--- config.mk ---
export PLATFORM = sky130hd
export DESIGN_NAME = cond_unit_flat
export DESIGN_NICKNAME = d
export VERILOG_FILES = /design/src/rtl/cond_unit_if.sv /design/src/rtl/cond_unit.sv /design/src/flat_wrapper.sv
export SDC_FILE = /design/constraint.sdc
export NUM_CORES = 1
export LEC_CHECK = 0
export ABC_CLOCK_PERIOD_IN_PS = 3170
export CAP_MARGIN = 5
export CORE_ASPECT_RATIO = 1.4
export CORE_UTILIZATION = 48
export CTS_BUF_LIST = sky130_fd_sc_hd__clkbuf_8
export CTS_CLUSTER_DIAMETER = 100
export DETAILED_ROUTE_END_ITERATION = 10
export GPL_ROUTABILITY_DRIVEN = 0
export PLACE_DENSITY = 0.81
export SYNTH_ARGS = -nofsm -noshare
export SYNTH_HDL_FRONTEND = slang
export SYNTH_SLANG_ARGS = --single-unit
--- constraint.sdc ---
create_clock -name clk -period 3.17 [get_ports clk]
set_clock_uncertainty 0.2 [all_clocks]
set_input_delay 0.4755 -clock clk [delete_from_list [all_inputs] [get_ports clk]]
set_output_delay 0.4755 -clock clk [all_outputs]
set_load 0.01 [all_outputs]
--- src/rtl/cond_unit_if.sv ---
// Controller-facing bundle of the condition unit: instruction/ALU inputs
// and the predicated write enables and status it returns.
interface cond_unit_if #(
  parameter int BANKW = 1,
  parameter int CNTW  = 16
);
  logic [3:0]       i_cond;
  logic [3:0]       i_aluFlags;
  logic [1:0]       i_flagW;
  logic [BANKW-1:0] i_bank;
  logic             i_condLatch;
  logic             i_pcs;
  logic             i_nextPc;
  logic             i_regW;
  logic             i_memW;
  logic             o_pcWrite;
  logic             o_regWrite;
  logic             o_memWrite;
  logic             o_condExQ;
  logic [3:0]       o_flagsOut;
  logic [CNTW-1:0]  o_squashCnt;

  modport master (
    output i_cond, i_aluFlags, i_flagW, i_bank, i_condLatch,
           i_pcs, i_nextPc, i_regW, i_memW,
    input  o_pcWrite, o_regWrite, o_memWrite, o_condExQ, o_flagsOut, o_squashCnt
  );

  modport slave (
    input  i_cond, i_aluFlags, i_flagW, i_bank, i_condLatch,
           i_pcs, i_nextPc, i_regW, i_memW,
    output o_pcWrite, o_regWrite, o_memWrite, o_condExQ, o_flagsOut, o_squashCnt
  );
endinterface

--- src/rtl/cond_unit.sv ---
// Banked NZCV flags, condition evaluation with pending-write forwarding,
// latched predicate gating the controller's write strobes, and a squash counter.
module cond_unit #(
  parameter int NBANKS      = 1,
  parameter int BANKW       = 1,
  parameter int DEFER_FLAGS = 1,
  parameter int CNTW        = 16
) (
  input  logic      clk,
  input  logic      rst_n,
  cond_unit_if.slave bus
);

  logic [3:0]       r_flags [NBANKS];
  logic             r_condExQ;
  logic [CNTW-1:0]  r_squashCnt;
  logic             r_pendValid;
  logic [1:0]       r_pendWe;
  logic [3:0]       r_pendFlags;
  logic [BANKW-1:0] r_pendBank;

  logic [BANKW-1:0] w_bankSel;
  logic             w_bankHit;
  logic [3:0]       w_committed;
  logic [3:0]       w_ef;
  logic             w_n, w_z, w_c, w_v;
  logic             w_condEx;
  logic [1:0]       w_we;

  // A single-bank unit ignores the select so any Bank value maps to bank 0.
  assign w_bankSel = (NBANKS == 1) ? '0 : bus.i_bank;

  always_comb begin
    w_committed = 4'b0000;
    w_bankHit   = 1'b0;
    for (int b = 0; b < NBANKS; b++) begin
      if (w_bankSel == BANKW'(b)) begin
        w_committed = r_flags[b];
        w_bankHit   = 1'b1;
      end
    end
  end

  always_comb begin
    w_ef = w_committed;
    if (DEFER_FLAGS != 0 && r_pendValid && r_pendBank == w_bankSel) begin
      if (r_pendWe[1]) w_ef[3:2] = r_pendFlags[3:2];
      if (r_pendWe[0]) w_ef[1:0] = r_pendFlags[1:0];
    end
  end

  assign {w_n, w_z, w_c, w_v} = w_ef;

  always_comb begin
    case (bus.i_cond)
      4'b0000: w_condEx = w_z;
      4'b0001: w_condEx = ~w_z;
      4'b0010: w_condEx = w_c;
      4'b0011: w_condEx = ~w_c;
      4'b0100: w_condEx = w_n;
      4'b0101: w_condEx = ~w_n;
      4'b0110: w_condEx = w_v;
      4'b0111: w_condEx = ~w_v;
      4'b1000: w_condEx = w_c & ~w_z;
      4'b1001: w_condEx = ~w_c | w_z;
      4'b1010: w_condEx = (w_n == w_v);
      4'b1011: w_condEx = (w_n != w_v);
      4'b1100: w_condEx = ~w_z & (w_n == w_v);
      4'b1101: w_condEx = w_z | (w_n != w_v);
      default: w_condEx = 1'b1;
    endcase
  end

  assign w_we = bus.i_flagW & {2{r_condExQ}};

  // Deferred mode commits last cycle's capture while capturing this cycle's write.
  always_ff @(posedge clk or negedge rst_n) begin
    if (!rst_n) begin
      for (int b = 0; b < NBANKS; b++) r_flags[b] <= 4'b0000;
      r_pendValid <= 1'b0;
      r_pendWe    <= 2'b00;
      r_pendFlags <= 4'b0000;
      r_pendBank  <= '0;
    end else begin
      for (int b = 0; b < NBANKS; b++) begin
        if (DEFER_FLAGS != 0) begin
          if (r_pendValid && r_pendBank == BANKW'(b)) begin
            if (r_pendWe[1]) r_flags[b][3:2] <= r_pendFlags[3:2];
            if (r_pendWe[0]) r_flags[b][1:0] <= r_pendFlags[1:0];
          end
        end else if (w_bankSel == BANKW'(b)) begin
          if (w_we[1]) r_flags[b][3:2] <= bus.i_aluFlags[3:2];
          if (w_we[0]) r_flags[b][1:0] <= bus.i_aluFlags[1:0];
        end
      end
      r_pendValid <= (DEFER_FLAGS != 0) && (|w_we) && w_bankHit;
      r_pendWe    <= w_we;
      r_pendFlags <= bus.i_aluFlags;
      r_pendBank  <= w_bankSel;
    end
  end

  always_ff @(posedge clk or negedge rst_n) begin
    if (!rst_n) begin
      r_condExQ   <= 1'b0;
      r_squashCnt <= '0;
    end else if (bus.i_condLatch) begin
      r_condExQ <= w_condEx;
      if (!w_condEx && r_squashCnt != '1) r_squashCnt <= r_squashCnt + 1'b1;
    end
  end

  assign bus.o_pcWrite   = bus.i_nextPc | (bus.i_pcs & r_condExQ);
  assign bus.o_regWrite  = bus.i_regW & r_condExQ;
  assign bus.o_memWrite  = bus.i_memW & r_condExQ;
  assign bus.o_condExQ   = r_condExQ;
  assign bus.o_flagsOut  = w_committed;
  assign bus.o_squashCnt = r_squashCnt;

endmodule

--- src/flat_wrapper.sv ---
// flat-port wrapper written by rule: the top's interface ports become plain ports
module cond_unit_flat 
#(
  parameter int NBANKS      = 1,
  parameter int BANKW       = 1,
  parameter int DEFER_FLAGS = 1,
  parameter int CNTW        = 16
)
  (clk, rst_n, bus_i_cond, bus_i_aluFlags, bus_i_flagW, bus_i_bank, bus_i_condLatch, bus_i_pcs, bus_i_nextPc, bus_i_regW, bus_i_memW, bus_o_pcWrite, bus_o_regWrite, bus_o_memWrite, bus_o_condExQ, bus_o_flagsOut, bus_o_squashCnt);
  cond_unit_if #(.BANKW(BANKW), .CNTW(CNTW)) bus_i ();
  input  logic clk;
  input  logic rst_n;
  input wire logic [$bits(bus_i.i_cond)-1:0] bus_i_cond;
  input wire logic [$bits(bus_i.i_aluFlags)-1:0] bus_i_aluFlags;
  input wire logic [$bits(bus_i.i_flagW)-1:0] bus_i_flagW;
  input wire logic [$bits(bus_i.i_bank)-1:0] bus_i_bank;
  input wire logic [$bits(bus_i.i_condLatch)-1:0] bus_i_condLatch;
  input wire logic [$bits(bus_i.i_pcs)-1:0] bus_i_pcs;
  input wire logic [$bits(bus_i.i_nextPc)-1:0] bus_i_nextPc;
  input wire logic [$bits(bus_i.i_regW)-1:0] bus_i_regW;
  input wire logic [$bits(bus_i.i_memW)-1:0] bus_i_memW;
  output wire logic [$bits(bus_i.o_pcWrite)-1:0] bus_o_pcWrite;
  output wire logic [$bits(bus_i.o_regWrite)-1:0] bus_o_regWrite;
  output wire logic [$bits(bus_i.o_memWrite)-1:0] bus_o_memWrite;
  output wire logic [$bits(bus_i.o_condExQ)-1:0] bus_o_condExQ;
  output wire logic [$bits(bus_i.o_flagsOut)-1:0] bus_o_flagsOut;
  output wire logic [$bits(bus_i.o_squashCnt)-1:0] bus_o_squashCnt;
  assign bus_i.i_cond = bus_i_cond;
  assign bus_i.i_aluFlags = bus_i_aluFlags;
  assign bus_i.i_flagW = bus_i_flagW;
  assign bus_i.i_bank = bus_i_bank;
  assign bus_i.i_condLatch = bus_i_condLatch;
  assign bus_i.i_pcs = bus_i_pcs;
  assign bus_i.i_nextPc = bus_i_nextPc;
  assign bus_i.i_regW = bus_i_regW;
  assign bus_i.i_memW = bus_i_memW;
  assign bus_o_pcWrite = bus_i.o_pcWrite;
  assign bus_o_regWrite = bus_i.o_regWrite;
  assign bus_o_memWrite = bus_i.o_memWrite;
  assign bus_o_condExQ = bus_i.o_condExQ;
  assign bus_o_flagsOut = bus_i.o_flagsOut;
  assign bus_o_squashCnt = bus_i.o_squashCnt;
  cond_unit #(.NBANKS(NBANKS), .BANKW(BANKW), .DEFER_FLAGS(DEFER_FLAGS), .CNTW(CNTW)) u_core (.clk(clk), .rst_n(rst_n), .bus(bus_i));
endmodule
==> flow_results.xml <==
<?xml version="1.0" encoding="UTF-8"?>
<metrics>
  <group name="sta">
    <metric name="clock.fmax" unit="MHz">360</metric>
    <metric name="layout_min_cycle_time" unit="ps">2770</metric>
    <metric name="setup_repair_after_global_routing_missed_its_margin" unit="">false</metric>
    <metric name="worstMarginPinSlew" unit="ps">401</metric>
    <metric name="hold_violations" unit="">0</metric>
    <metric name="timing_max_transition_violations_final" unit="">0</metric>
    <metric name="layout_worst_path_cycle_share" unit="%">87.5</metric>
    <metric name="setup_viol" unit="">0</metric>
    <metric name="holdWs" unit="ps">293</metric>
    <metric name="slew_headroom" unit="%">72.5</metric>
    <metric name="final.setup.tns" unit="ps">0</metric>
  </group>
  <group name="worst_setup_path">
    <metric name="worst-endpoint-arrival" unit="ps">2730</metric>
    <metric name="end_kind" unit="">flip-flop</metric>
    <metric name="path_max_fanout" unit="">8</metric>
    <metric name="startpoint_types" unit="">primary input</metric>
    <metric name="critical_path.reg2reg.startpoint" unit="">u_core.r_pendValid</metric>
    <metric name="critPathKind" unit="">in2reg</metric>
    <metric name="ff2ff_setup_slack" unit="ps">570</metric>
    <metric name="worst-endpoint-required" unit="ps">3130</metric>
    <metric name="worst_reg2reg_path_depth" unit="">8</metric>
    <metric name="reg2reg_to" unit="">u_core.bus.o_squashCnt[11]</metric>
  </group>
  <group name="synthesis">
    <metric name="synthArstFlopShare" unit="%">100</metric>
    <metric name="yosysWarningCount" unit="">0</metric>
    <metric name="dominantRegCellSynth" unit="">dfrtp_1</metric>
    <metric name="synth_cells" unit="">128</metric>
    <metric name="sequential_share_of_the_synthesized_area" unit="%">48.9</metric>
    <metric name="synth_seq_cells" unit="">28</metric>
    <metric name="netlist_top_cells_area" unit="">dfrtp_1 (49%), xnor2_1 (10%), and3_1 (4.4%), nand3_1 (3.5%), and2_1 (3.1%)</metric>
    <metric name="avg_inst_size_synth" unit="um2">11.2</metric>
    <metric name="synthDominantCellAreaShare" unit="%">48.9</metric>
    <metric name="synth_fp_nets" unit="">147</metric>
    <metric name="netlist-cell-type-count" unit="">39</metric>
    <metric name="edff_count_synth" unit="">0</metric>
    <metric name="synth_area" unit="um2">1430</metric>
    <metric name="yosys.area.top_type" unit="">dfrtp_1</metric>
  </group>
  <group name="clocking">
    <metric name="numCtsBuffers" unit="">3</metric>
    <metric name="post_cts_resized" unit="">0</metric>
    <metric name="root_buffer" unit="">clkbuf_8</metric>
    <metric name="cts_htree_levels" unit="">1</metric>
    <metric name="cts_sinks" unit="">28</metric>
    <metric name="tritoncts_clock_tree" unit="">built</metric>
    <metric name="clkSlewWorstSetupHoldPaths" unit="ps">90</metric>
    <metric name="clk_latency" unit="ps">270</metric>
    <metric name="cts_hold_repair.buffers" unit="">0</metric>
    <metric name="cts.path.max_buffers" unit="">2</metric>
    <metric name="postCtsSetupBuffers" unit="">0</metric>
  </group>
  <group name="global_route">
    <metric name="globalRoute.totalOverflow" unit="">0</metric>
    <metric name="grt_first_pass_wirelength" unit="um">4890</metric>
    <metric name="first_global_vias" unit="">1191</metric>
    <metric name="gr-usage-all-layers" unit="%">21.7</metric>
    <metric name="antenna_violations_before_repair" unit="">0</metric>
    <metric name="maximum_number_of_pins_on_one_net_before_global_route_repair" unit="">29</metric>
  </group>
  <group name="drt">
    <metric name="vias_per_cell" unit="">5.54</metric>
    <metric name="drt_wl_total" unit="um">3120</metric>
    <metric name="drt-wirelength-per-cell" unit="um">14.6</metric>
    <metric name="drt.antenna.violating_nets" unit="">0</metric>
    <metric name="router_iterations_before_antenna_repair" unit="">4</metric>
    <metric name="via_count" unit="">1180</metric>
    <metric name="drt_drc_violations_left" unit="">0</metric>
    <metric name="first_iter_violations" unit="">24</metric>
  </group>
  <group name="final_layout">
    <metric name="antenna-diode-count" unit="">0</metric>
    <metric name="instances_no_fill" unit="">213</metric>
    <metric name="final_common_cell" unit="">clkdlybuf4s50_1</metric>
    <metric name="share_of_cells_above_drive_strength_1" unit="%">13.1</metric>
    <metric name="area.growth.synth_to_final" unit="%">38.2</metric>
    <metric name="layout.cells.most_common_list" unit="">clkdlybuf4s50_1 (40), dfrtp_1 (28), xnor2_1 (17)</metric>
    <metric name="design.final.nets" unit="">196</metric>
  </group>
  <group name="flow_run">
    <metric name="timing.max_cap.violations" unit="">0</metric>
  </group>
  <group name="die">
    <metric name="core_outline_area" unit="um2">2850</metric>
    <metric name="dieHeight" unit="um">66.7</metric>
    <metric name="die-area" unit="um2">3210</metric>
    <metric name="io_pins" unit="">42</metric>
    <metric name="initial_utilization" unit="%">50.3</metric>
    <metric name="die-width" unit="um">48.2</metric>
    <metric name="num_rows" unit="">23</metric>
  </group>
  <group name="power">
    <metric name="leakagePower" unit="nW">0.864</metric>
    <metric name="peakVddDrop" unit="V">0.000529</metric>
    <metric name="power.density" unit="nW/um2">667</metric>
  </group>
  <group name="place">
    <metric name="io_buffers" unit="">40</metric>
    <metric name="place_inst" unit="">209</metric>
    <metric name="place_hpwl" unit="um">2370</metric>
  </group>
  <group name="hold_path">
    <metric name="hold_path.startpoint" unit="">u_core.bus.o_squashCnt[7]</metric>
    <metric name="hold_depth" unit="">1</metric>
    <metric name="hold_path_end" unit="">u_core.bus.o_squashCnt[7]</metric>
    <metric name="timing.hold.worst.class" unit="">reg2reg</metric>
  </group>
  <group name="status">
    <metric name="outcome" unit="">finished, final reports clean</metric>
  </group>
</metrics>
how the worst max path moves through the flow:
stage               depth (start not counted)     startpoint                          to  slack, ps
floorplan                                   8  bus_i_cond[0]   u_core.bus.o_squashCnt[1]        750
global placement                            9  bus_i_cond[1]  u_core.bus.o_squashCnt[11]        180
detailed placement                          9  bus_i_cond[1]  u_core.bus.o_squashCnt[11]        130
CTS                                         9  bus_i_cond[1]  u_core.bus.o_squashCnt[11]        390
global route                                9  bus_i_cond[1]  u_core.bus.o_squashCnt[13]        320
finish                                      9  bus_i_cond[1]  u_core.bus.o_squashCnt[11]        400
metrics by stage:
stage | power (mW) | worst slack [ps] | area (um2) | util, %
global placement | 1.04 | 183 | 1910 | 67.1
global route | 1.40 | 317 | 1980 | 69.6
floorplan | 0.817 | 754 | 1430 | -
CTS | 1.34 | 395 | 1980 | 69.6
finish | 1.32 | 395 | 1980 | 69.6
detailed placement | 1.06 | 135 | 1910 | 67.1
kinds of logic (layout without fill, tap and decap cells):
logic type,after synthesis,after routing,synth area share (%)
buf+inv,7,55,2.36
mux,5,5,4.80
simple gates,58,58,24.6
xor+xnor,18,18,12.0
flops,28,28,48.9
compound gates,11,11,6.55
fa+ha+maj,1,1,0.872
area by class of cell:
class                      instances  area (um2)
fill                             205         867
sequential                        28         701
multi-input combinational         93         699
timing repair buffer              46         445
tap                               37        46.3
clock buffer                       3        41.3
clock inverter                     1        30.0
inverter                           5        18.8
sequential cells by signal (all words and copies together) (netlist names):
| signal | count |
|---|---|
| u_core.bus.o_squashCnt | 16 |
| u_core.bus.o_flagsOut | 4 |
| u_core.r_pendFlags | 4 |
| u_core.r_pendWe | 2 |
| u_core.bus.o_condExQ | 1 |
| u_core.r_pendValid | 1 |
synthesized netlist by cell type (2+ instances only):
library cell,instances
nor2_1,4
and2_1,7
nand4_1,7
xnor2_1,17
and3_1,10
mux2i_1,2
nand2_2,3
and4_1,2
dfrtp_1,28
nand3_1,10
nand2_1,6
inv_1,5
critical path: stages:
cell and delay (ps):
clkdlybuf4s50_1 580, nor2b_2 100, and3_1 190, a32o_1 190, a211o_1 340, nor3b_4 390
buf_4 200, nand4_1 110, xnor2_1 150
layer usage:
layer / track usage, % / up-vias / wire length [um]
li1: - / 550 / -
met1: 22.4 / 587 / 1140
met2: 38.2 / 35 / 1810
met3: 3.52 / 8 / 113
met4: 12.8 / 0 / 56
met5: 0 / - / 0
where the power goes:
group | switching [mW] | leakage [nW] | internal [mW]
combinational | 0.232 | 0.471 | 0.304
clock | 0.106 | 0.0357 | 0.169
sequential | 0.0758 | 0.357 | 0.436
total | 0.414 | 0.864 | 0.909
Power figures use the tool's default switching activity.
